--- config.mk ---
export PLATFORM = sky130hd
export DESIGN_NAME = psum_acc_quant
export DESIGN_NICKNAME = d
export VERILOG_FILES = /design/src/rtl/psum_acc_quant.sv
export SDC_FILE = /design/constraint.sdc
export NUM_CORES = 2
export LEC_CHECK = 0
export BUFFER_PORTS_ARGS = -buffer_cell sky130_fd_sc_hd__buf_2
export CELL_PAD_IN_SITES_DETAIL_PLACEMENT = 0
export CELL_PAD_IN_SITES_GLOBAL_PLACEMENT = 2
export CORE_MARGIN = 2
export CORE_UTILIZATION = 37
export CTS_CLUSTER_DIAMETER = 200
export DETAILED_ROUTE_END_ITERATION = 7
export PLACE_DENSITY = 0.87
export SYNTH_ARGS = -nofsm -noshare
export SYNTH_HDL_FRONTEND = slang
export SYNTH_SLANG_ARGS = --single-unit
export TNS_END_PERCENT = 5
--- constraint.sdc ---
create_clock -name clk -period 10.85 [get_ports clk]
set_input_delay 1.6275 -clock clk [delete_from_list [all_inputs] [get_ports clk]]
set_output_delay 1.6275 -clock clk [all_outputs]
set_load 0.05 [all_outputs]
--- src/rtl/psum_acc_quant.sv ---
// Accumulates per-column partial sums over a frame, then rounds, shifts, optionally ReLUs and
// saturates each column to OW bits, presented on a valid/ready output.
module psum_acc_quant #(
    parameter int unsigned COLUMN = 6,
    parameter int unsigned CW     = 16,
    parameter int unsigned AW     = 24,
    parameter int unsigned OW     = 8,
    parameter int unsigned SHW    = 5,
    parameter int unsigned CNTW   = 8
) (
    input  logic                     clk,
    input  logic                     rst_n,
    input  logic [COLUMN*(CW+1)-1:0] psum_i,
    input  logic                     psum_valid,
    input  logic                     psum_last,
    output logic                     psum_ready,
    input  logic [SHW-1:0]           shift,
    input  logic                     relu_en,
    output logic [COLUMN*OW-1:0]     q_o,
    output logic                     q_valid,
    input  logic                     q_ready,
    output logic [CNTW-1:0]          beat_cnt
);

    typedef enum logic [1:0] {StIdle, StAcc, StOut} state_e;

    localparam logic signed [AW:0]   AccMaxW = {2'b00, {(AW-1){1'b1}}};
    localparam logic signed [AW:0]   AccMinW = {2'b11, {(AW-1){1'b0}}};
    localparam logic signed [AW:0]   QMax    = {{(AW-OW+2){1'b0}}, {(OW-1){1'b1}}};
    localparam logic signed [AW:0]   QMin    = {{(AW-OW+2){1'b1}}, {(OW-1){1'b0}}};

    state_e                  state_q, state_d;
    logic signed [AW-1:0]    acc_q [COLUMN];
    logic signed [AW-1:0]    acc_d [COLUMN];
    logic [COLUMN*OW-1:0]    q_q, q_d;
    logic                    q_valid_q, q_valid_d;
    logic                    psum_ready_q, psum_ready_d;
    logic [CNTW-1:0]         beat_cnt_q, beat_cnt_d;

    logic signed [AW:0]      psum_ext [COLUMN];
    logic signed [AW:0]      tot      [COLUMN];
    logic signed [AW-1:0]    sum      [COLUMN];
    logic                    accept, finish;

    // Round half up, arithmetic shift in AW+1 bits, optional ReLU, clamp to OW.
    function automatic logic [OW-1:0] quant(input logic signed [AW-1:0] s_in,
                                            input logic [SHW-1:0] sh, input logic relu);
        logic signed [AW:0] r;
        logic signed [AW:0] half;
        int unsigned        s;
        s = {{(32-SHW){1'b0}}, sh};
        if (s > AW) s = AW;
        r = {s_in[AW-1], s_in};
        if (s != 0) begin
            half = (AW+1)'(1) << (s - 1);
            r    = (r + half) >>> s;
        end
        if (relu && r[AW]) r = '0;
        if (r > QMax) r = QMax;
        else if (r < QMin) r = QMin;
        return r[OW-1:0];
    endfunction

    assign accept = psum_valid & psum_ready_q;

    always_comb begin
        for (int c = 0; c < COLUMN; c++) begin
            psum_ext[c] = (AW+1)'($signed(psum_i[c*(CW+1) +: CW+1]));
            tot[c]      = {acc_q[c][AW-1], acc_q[c]} + psum_ext[c];
            if (state_q == StAcc) begin
                if (tot[c] > AccMaxW)      sum[c] = AccMaxW[AW-1:0];
                else if (tot[c] < AccMinW) sum[c] = AccMinW[AW-1:0];
                else                       sum[c] = tot[c][AW-1:0];
            end else begin
                sum[c] = psum_ext[c][AW-1:0];
            end
        end
    end

    always_comb begin
        state_d    = state_q;
        acc_d      = acc_q;
        q_d        = q_q;
        q_valid_d  = q_valid_q;
        beat_cnt_d = beat_cnt_q;
        finish     = 1'b0;
        unique case (state_q)
            StIdle: begin
                if (accept) begin
                    beat_cnt_d = CNTW'(1);
                    if (psum_last) begin
                        finish = 1'b1;
                    end else begin
                        acc_d   = sum;
                        state_d = StAcc;
                    end
                end
            end
            StAcc: begin
                if (accept) begin
                    beat_cnt_d = (beat_cnt_q == '1) ? beat_cnt_q : beat_cnt_q + CNTW'(1);
                    if (psum_last) finish = 1'b1;
                    else           acc_d  = sum;
                end
            end
            StOut: begin
                if (q_ready) begin
                    q_valid_d = 1'b0;
                    state_d   = StIdle;
                end
            end
            default: state_d = StIdle;
        endcase
        if (finish) begin
            for (int c = 0; c < COLUMN; c++) begin
                q_d[c*OW +: OW] = quant(sum[c], shift, relu_en);
                acc_d[c]        = '0;
            end
            q_valid_d = 1'b1;
            state_d   = StOut;
        end
        psum_ready_d = (state_d != StOut);
    end

    always_ff @(posedge clk or negedge rst_n) begin
        if (!rst_n) begin
            state_q      <= StIdle;
            q_q          <= '0;
            q_valid_q    <= 1'b0;
            psum_ready_q <= 1'b0;
            beat_cnt_q   <= '0;
            for (int c = 0; c < COLUMN; c++) acc_q[c] <= '0;
        end else begin
            state_q      <= state_d;
            acc_q        <= acc_d;
            q_q          <= q_d;
            q_valid_q    <= q_valid_d;
            psum_ready_q <= psum_ready_d;
            beat_cnt_q   <= beat_cnt_d;
        end
    end

    assign q_o        = q_q;
    assign q_valid    = q_valid_q;
    assign psum_ready = psum_ready_q;
    assign beat_cnt   = beat_cnt_q;

endmodule

=== Word level (Yosys, flattened, before mapping) ===
Index checks and enable logic that the tools add are counted.

* Add/subtract/negate cells: 14
* Multipliers: 0
* Div/mod/pow operators: 0
* Magnitude comparators: 25
* Equal/unequal tests: 8
* Shifts and indexed selects: 7
* Multiplexer cells: 75
* Bitwise gates (word level): 1
* Reduce and logical (&&, ||, !) cells: 17

{| class="wikitable"
|+ Operators with widths
! operator !! count
|-
| $mux 25 || 24
|-
| $mux 144 || 4
|-
| $mux 24 || 18
|-
| $sshr 25x32->25 || 6
|-
| $add 24x17->25 || 6
|-
| $add 24x25->25 || 6
|-
| $gt 25x24->1 const B || 6
|-
| $gt 25x8->1 const B || 6
|-
| $lt 25x24->1 const B || 6
|-
| $lt 25x8->1 const B || 6
|-
| $mux 8 || 15
|-
| $mux 32 || 1
|-
| $reduce_bool 32->1 || 1
|-
| $shl 1x32->25 const A || 1
|-
| $sub 32x1->32 const B || 1
|-
| $pmux 8 s2 || 1
|-
| $reduce_bool 2->1 || 5
|-
| $add 8x1->8 const B || 1
|-
| $eq 8x8->1 const B || 1
|-
| $mux 2 || 4
|-
| $ne 2x2->1 const B || 4
|-
| $logic_and 1x1->1 || 6
|-
| $mux 1 || 6
|-
| $pmux 2 s3 || 1
|-
| other kinds (11) || 11
|}

* Register bits after elaboration: 204
* Latch bits: 0
* Memory bits (writable): 0
* Memory bits (read-only): 0
* Output and inout bits: 58
* Word-level logic and storage cells: 158
* Memories: 0

=== Depth between registers and ports, before layout ===
* Word-level depth: 16
* Gate-level depth with buffers: 45

=== Least setup slack after synthesis ===
No wires, ideal clock.

* Path type: input to register
* Start point: input port shift[0]
* End point: register q_q[16] (netlist: q_o[16])
* Arrival time: 10975 ps
* Setup slack: -260 ps
* Stages on the path: 40
* Path buffers: 12
* Cell sequence: buf_2 > a21boi_1 > inv_1 > clkbuf_1 > buf_1 > clkbuf_1 > clkbuf_1 > clkbuf_1 > clkbuf_1 > clkbuf_1 > buf_1 > ha_1 > buf_2 > nand2_1 > clkbuf_1 > nor2_1 > ha_1 > o211a_2 > [4 not listed] > a21oi_1 > o21bai_1 > a2111oi_0 > nor3b_1 > and2_1 > o21a_1 > or3_1 > buf_2 > a2111o_1 > nand3_2 > mux2i_2 > a2111oi_4 > o211ai_1 > a21o_1 > or4_4 > or4_1 > o211ai_2 > a21oi_1

* Longest elaborated chain between the ends: 15

{| class="wikitable"
|+ RTL lines
! what !! RTL line !! text
|-
| start, declared || 17 || <nowiki>input logic [SHW-1:0] shift,</nowiki>
|-
| $gt 5x5->1 || 52 || <nowiki>if (s > AW) s = AW;</nowiki>
|-
| $mux 5 * || 52 ||
|-
| $mux 32 * || 114 || <nowiki>if (finish) begin</nowiki>
|-
| $sub 32x1->32 || 55 || <nowiki>half = (AW+1)'(1) << (s - 1);</nowiki>
|-
| $shl 1x32->25 || 55 ||
|-
| $add 24x25->25 || 56 || <nowiki>r = (r + half) >>> s;</nowiki>
|-
| $sshr 25x32->25 || 56 ||
|-
| $mux 25 * || 54 || <nowiki>if (s != 0) begin</nowiki>
|-
| $mux 25 * || 114 ||
|-
| $logic_and 1x1->1 || 58 || <nowiki>if (relu && r[AW]) r = '0;</nowiki>
|-
| $mux 25 * || 58 ||
|-
| $mux 25 * || 114 ||
|-
| $lt 25x8->1 || 60 || <nowiki>else if (r < QMin) r = QMin;</nowiki>
|-
| $mux 8 || 60 ||
|-
| $mux 8 * || 59 || <nowiki>if (r > QMax) r = QMax;</nowiki>
|-
| end signal, assigned || 136 || <nowiki>q_q <= q_d;</nowiki>
|-
| end, declared || 35 || <nowiki>logic [COLUMN*OW-1:0] q_q, q_d;</nowiki>
|}

Every way passes the cells marked *; elsewhere a longest branch is shown, timed or not. The select of a mux whose other input is x is not followed.
A chain may end at the register's enable or synchronous reset.

=== Worst setup path in the final report ===
* Start point: input port psum_i[1]
* End point: register q_q[1] (netlist: q_o[1])

* Longest elaborated chain between the ends: 15

{| class="wikitable"
|+ RTL lines
! what !! RTL line !! text
|-
| start, declared || 13 || <nowiki>input logic [COLUMN*(CW+1)-1:0] psum_i,</nowiki>
|-
| $add 24x17->25 || 69 || <nowiki>tot[c] = {acc_q[c][AW-1], acc_q[c]} + psum_ext[c];</nowiki>
|-
| $lt 25x24->1 || 72 || <nowiki>else if (tot[c] < AccMinW) sum[c] = AccMinW[AW-1:0];</nowiki>
|-
| $mux 24 || 72 ||
|-
| $mux 24 || 71 || <nowiki>if (tot[c] > AccMaxW) sum[c] = AccMaxW[AW-1:0];</nowiki>
|-
| $mux 24 * || 70 || <nowiki>if (state_q == StAcc) begin</nowiki>
|-
| $add 24x25->25 || 56 ||
|-
| $sshr 25x32->25 || 56 ||
|-
| $mux 25 * || 54 ||
|-
| $mux 25 * || 114 ||
|-
| $logic_and 1x1->1 || 58 ||
|-
| $mux 25 * || 58 ||
|-
| $mux 25 * || 114 ||
|-
| $lt 25x8->1 || 60 ||
|-
| $mux 8 || 60 ||
|-
| $mux 8 * || 59 ||
|}

Marks and branches as above.

==> results.rst <==
.. list-table::
   :header-rows: 1

   * - Metric
     - Value
   * - Layout Area Growth over Synthesis
     - 10.59%
   * - TritonCTS clock tree
     - built
   * - Static power due to leakage
     - slightly below 20 nW
   * - Setup crit start kind
     - input port
   * - Final worst-path setup slack
     - approximately 0.59 ns
   * - Initial cell density of the core
     - 37.22%
   * - Fin crit period
     - roughly 10 ns
   * - Count of synthesis-stage warnings from yosys
     - 0
   * - Initial drt markers
     - 6,473
   * - Die width
     - approximately 330 um
   * - Pwr dens
     - about 240 mW/mm^2
   * - Clock network latency to the later pin of the worst-skew pair
     - approximately 0.65 ns
   * - Worst setup slack before clock tree synthesis
     - approximately 0.28 ns
   * - Net count of the finished layout
     - approximately 6,200
   * - Wire length of the first global-routing pass
     - 293,300 um
   * - Boundary Pins
     - approximately 170
   * - Total setup violations reported at the end of the flow
     - 0
   * - Maximum vdd ir drop
     - between 100 and 150 uV
   * - Global-route track usage on met1
     - roughly 45%
   * - Slew Limit Fails
     - 12
   * - Number of synthesized register bits
     - approximately 200
   * - Transition at the pin with the smallest max-transition slack
     - around 1.7 ns
   * - Total global-route track usage
     - 34.54%
   * - Met3 layer usage reported by global route
     - between 10% and 20%
   * - Share of synthesized area occupied by flip-flops and latches
     - roughly an eighth
   * - Post-synthesis instance area
     - ~0.040 mm^2
   * - Instance area at placement
     - 0.04282 mm^2
   * - Async S/R FF share, synth
     - between 90% and 100%
   * - Worst setup path category
     - input port to flop
   * - Finished Cell Area
     - around 0.044 mm^2
   * - Crit path max-delay family
     - compound AO/OA/AOI/OAI gates
   * - Result of the run
     - finished, violations left
   * - Maximum clock skew at final layout
     - between 0.015 and 0.02 ns
   * - Pin count of the biggest net entering global routing
     - 156
   * - Root buffer cell
     - clkbuf_16
   * - Crit. End Element
     - flop
   * - First drt pass iteration count
     - 8
   * - Final hold viol count
     - 0
   * - Largest stage delay on the critical path
     - 0.58 ns
   * - # DRC
     - 28
   * - GR Layer Usage met2
     - 49.28%
   * - Core ar.
     - roughly 0.11 mm^2
   * - Antenna violations before repair
     - 13
   * - Class of the worst hold path
     - flop to flop
   * - Vias
     - 48,920
   * - Row count
     - 120
   * - Worst max-slew margin expressed relative to the limit
     - -11.48%
   * - Resized cells post-CTS
     - 0
   * - Number of nets produced by synthesis
     - about 6,000
   * - Critical path's most frequent cell
     - nand2_1
   * - Violated checks
     - DRC, capacitance limit, slew limit
   * - Overflow left after global routing
     - 0
   * - Count of flip-flops with a built-in enable after synthesis
     - 0
   * - Wire per inst
     - between 20 and 30 um
   * - Number of distinct library cell variants in the gate-level netlist after synthesis
     - 112
   * - Number of max-cap violations
     - 2
   * - Post-CTS setup buffer count
     - 0
   * - WP buf/inv
     - 2
   * - Clock buffer count from CTS
     - 30
   * - Hold Buf Count CTS
     - 0
   * - Antenna-violating nets left
     - 0
   * - Synthesized netlist cell count
     - about 5,700
   * - Cell with the biggest individual delay on the critical path
     - a311oi_1
   * - Total of buffers placed on input and output ports
     - 170
   * - CP required
     - approximately 11 ns
   * - Via count of the first global-routing pass
     - approximately 45,000
   * - Highest attainable clock frequency
     - roughly 97 MHz
   * - Final weighted congestion of routability-driven global placement
     - 1.160
   * - Layout cell share with drive strength beyond 1
     - approximately a tenth
   * - Summed negative setup slack over all endpoints
     - 0 ns
   * - Overall die area
     - 0.1100 mm^2
   * - Average instance area after synthesis
     - 6.938 um^2
   * - Max Buffers Root-to-Sink
     - 3
   * - Crit share post-route
     - between 90% and 100%
   * - Unrepaired setup endpoints after global routing
     - false
   * - Clock sink count
     - 204
   * - Die height
     - approximately 330 um
   * - Final wirelength
     - 200,100 um
   * - Register clock-pin slew on the reported worst setup and hold paths
     - 0.07 ns
   * - Reg2reg setup slack
     - 1.31 ns
   * - Most Crowded Layer GR
     - met2
   * - Average via count per standard cell
     - about 6.8
   * - Primary flip-flop cell chosen by synthesis mapping
     - dfrtp_1
   * - Placed wire-length estimate after detailed placement
     - 148,700 um
   * - Arrival time worst endpoint
     - about 11 ns
   * - Total number of H-tree levels
     - 1
   * - Largest driver fanout on the critical path
     - 11
[logic make-up after synthesis]
logic type / synth area share, %
flops: 12.85
buf+inv: 4.755
mux: 3.728
fa+ha+maj: 9.919
xor+xnor: 4.978
compound gates: 40.40
simple gates: 23.37
[layout by cell type (no fill, tap or decap), types with 155 or more instances in the layout]
cell type,synthesis,layout
nor2_1,545,533
a21oi_1,600,600
xnor2_1,155,155
ha_1,291,291
nand3_1,157,157
buf_2,20,168
nand2_1,666,665
o21ai_0,414,413
a21o_1,187,187
dfrtp_1,204,204
buf_4,0,223
[sequential cells by signal, summed over array words and instances (netlist names)]
signal / count
acc_q: 144
psum_ready: 1
q_valid: 1
beat_cnt: 8
state_q: 2
q_o: 48
[where the power goes]
group          internal, W  switching (W)  leakage [nW]
clock network     0.000682       0.000474         0.540
registers          0.00101       0.000204          2.53
logic              0.00289        0.00538          16.3
[area by class of cell]
type,count,area (um^2)
Fill cell,11250,62810
Multi-Input combinational cell,5031,32840
Sequential cell,204,5105
Timing Repair Buffer,397,2630
Tap cell,1403,1755
Clock buffer,36,824.5
Inverter,129,494.2
Clock inverter,20,270.3
Antenna cell,9,22.52
[per-layer routing]
layer  share of wire [%]  wire length (um)
met1                  40             80530
met5                0.12               244
met4                 8.0             15950
met2                  40             79090
met3                  12             24320
[worst paths after layout]
check | from | to | cells past startpoint
min in group asynchronous | rst_n | acc_q[60] | 1
setup reg to reg | acc_q[121] | q_o[1] | 30
hold reg to reg | q_o[23] | q_o[23] | 2
setup / recovery | psum_i[1] | q_o[1] | 31
max in group asynchronous | rst_n | acc_q[40] | 3
hold / removal | q_o[23] | q_o[23] | 2
[per-stage QoR]
step | instances | hold WS, ns | util, % | power, W
after global routing | 7224 | 0.5179 | 41.15 | 0.01132
after CTS | 7220 | 0.4885 | 41.14 | 0.01041
after floorplan | 5727 | 0.4538 | - | 0.006778
after detailed placement | 7164 | 0.4732 | 40.12 | 0.009195
final | 7229 | 0.4779 | 41.17 | 0.01065
after global placement | 7164 | 0.4507 | 40.12 | 0.009175
[worst reg2reg max path, delay by kind of cell, from the launching register on]
family | cells | cell delay (ns)
and+or+nand+nor | 11 | 3.34
AOI/OAI and AO/OA | 14 | 4.43
buffers and inverters | 1 | 0.10
DFF | 1 | 0.40
adders and majority gates | 2 | 0.64
xor gates and xnor gates | 1 | 0.35
muxes | 1 | 0.22
[cell usage after synthesis (42+ instances only)]
| cell type | instances | area share [%] |
|---|---|---|
| a31oi_1 | 82 | 1.3 |
| clkbuf_1 | 303 | 2.9 |
| xor2_1 | 64 | 1.4 |
| or3_1 | 42 | 0.66 |
| o31ai_1 | 45 | 0.85 |
| nand3_1 | 157 | 2.0 |
| o21bai_1 | 55 | 1.0 |
| xnor2_1 | 155 | 3.4 |
| o21ai_0 | 414 | 5.2 |
| mux2i_1 | 105 | 2.6 |
| nand2b_1 | 46 | 0.72 |
| o211ai_1 | 111 | 2.1 |
| ha_1 | 291 | 9.2 |
| dfrtp_1 | 204 | 13 |
| a22o_1 | 132 | 2.9 |
| nand4_1 | 86 | 1.4 |
| nor3_1 | 151 | 1.9 |
| nor2_1 | 545 | 5.1 |
| a21o_1 | 187 | 3.5 |
| nand2_1 | 666 | 6.3 |
| a21oi_1 | 600 | 7.6 |
| o21a_1 | 69 | 1.3 |
| a211oi_1 | 137 | 2.6 |
| and3_1 | 64 | 1.0 |
| inv_1 | 121 | 1.1 |
| and2_1 | 60 | 0.94 |
Note: power is estimated with default switching activity, not from simulation.
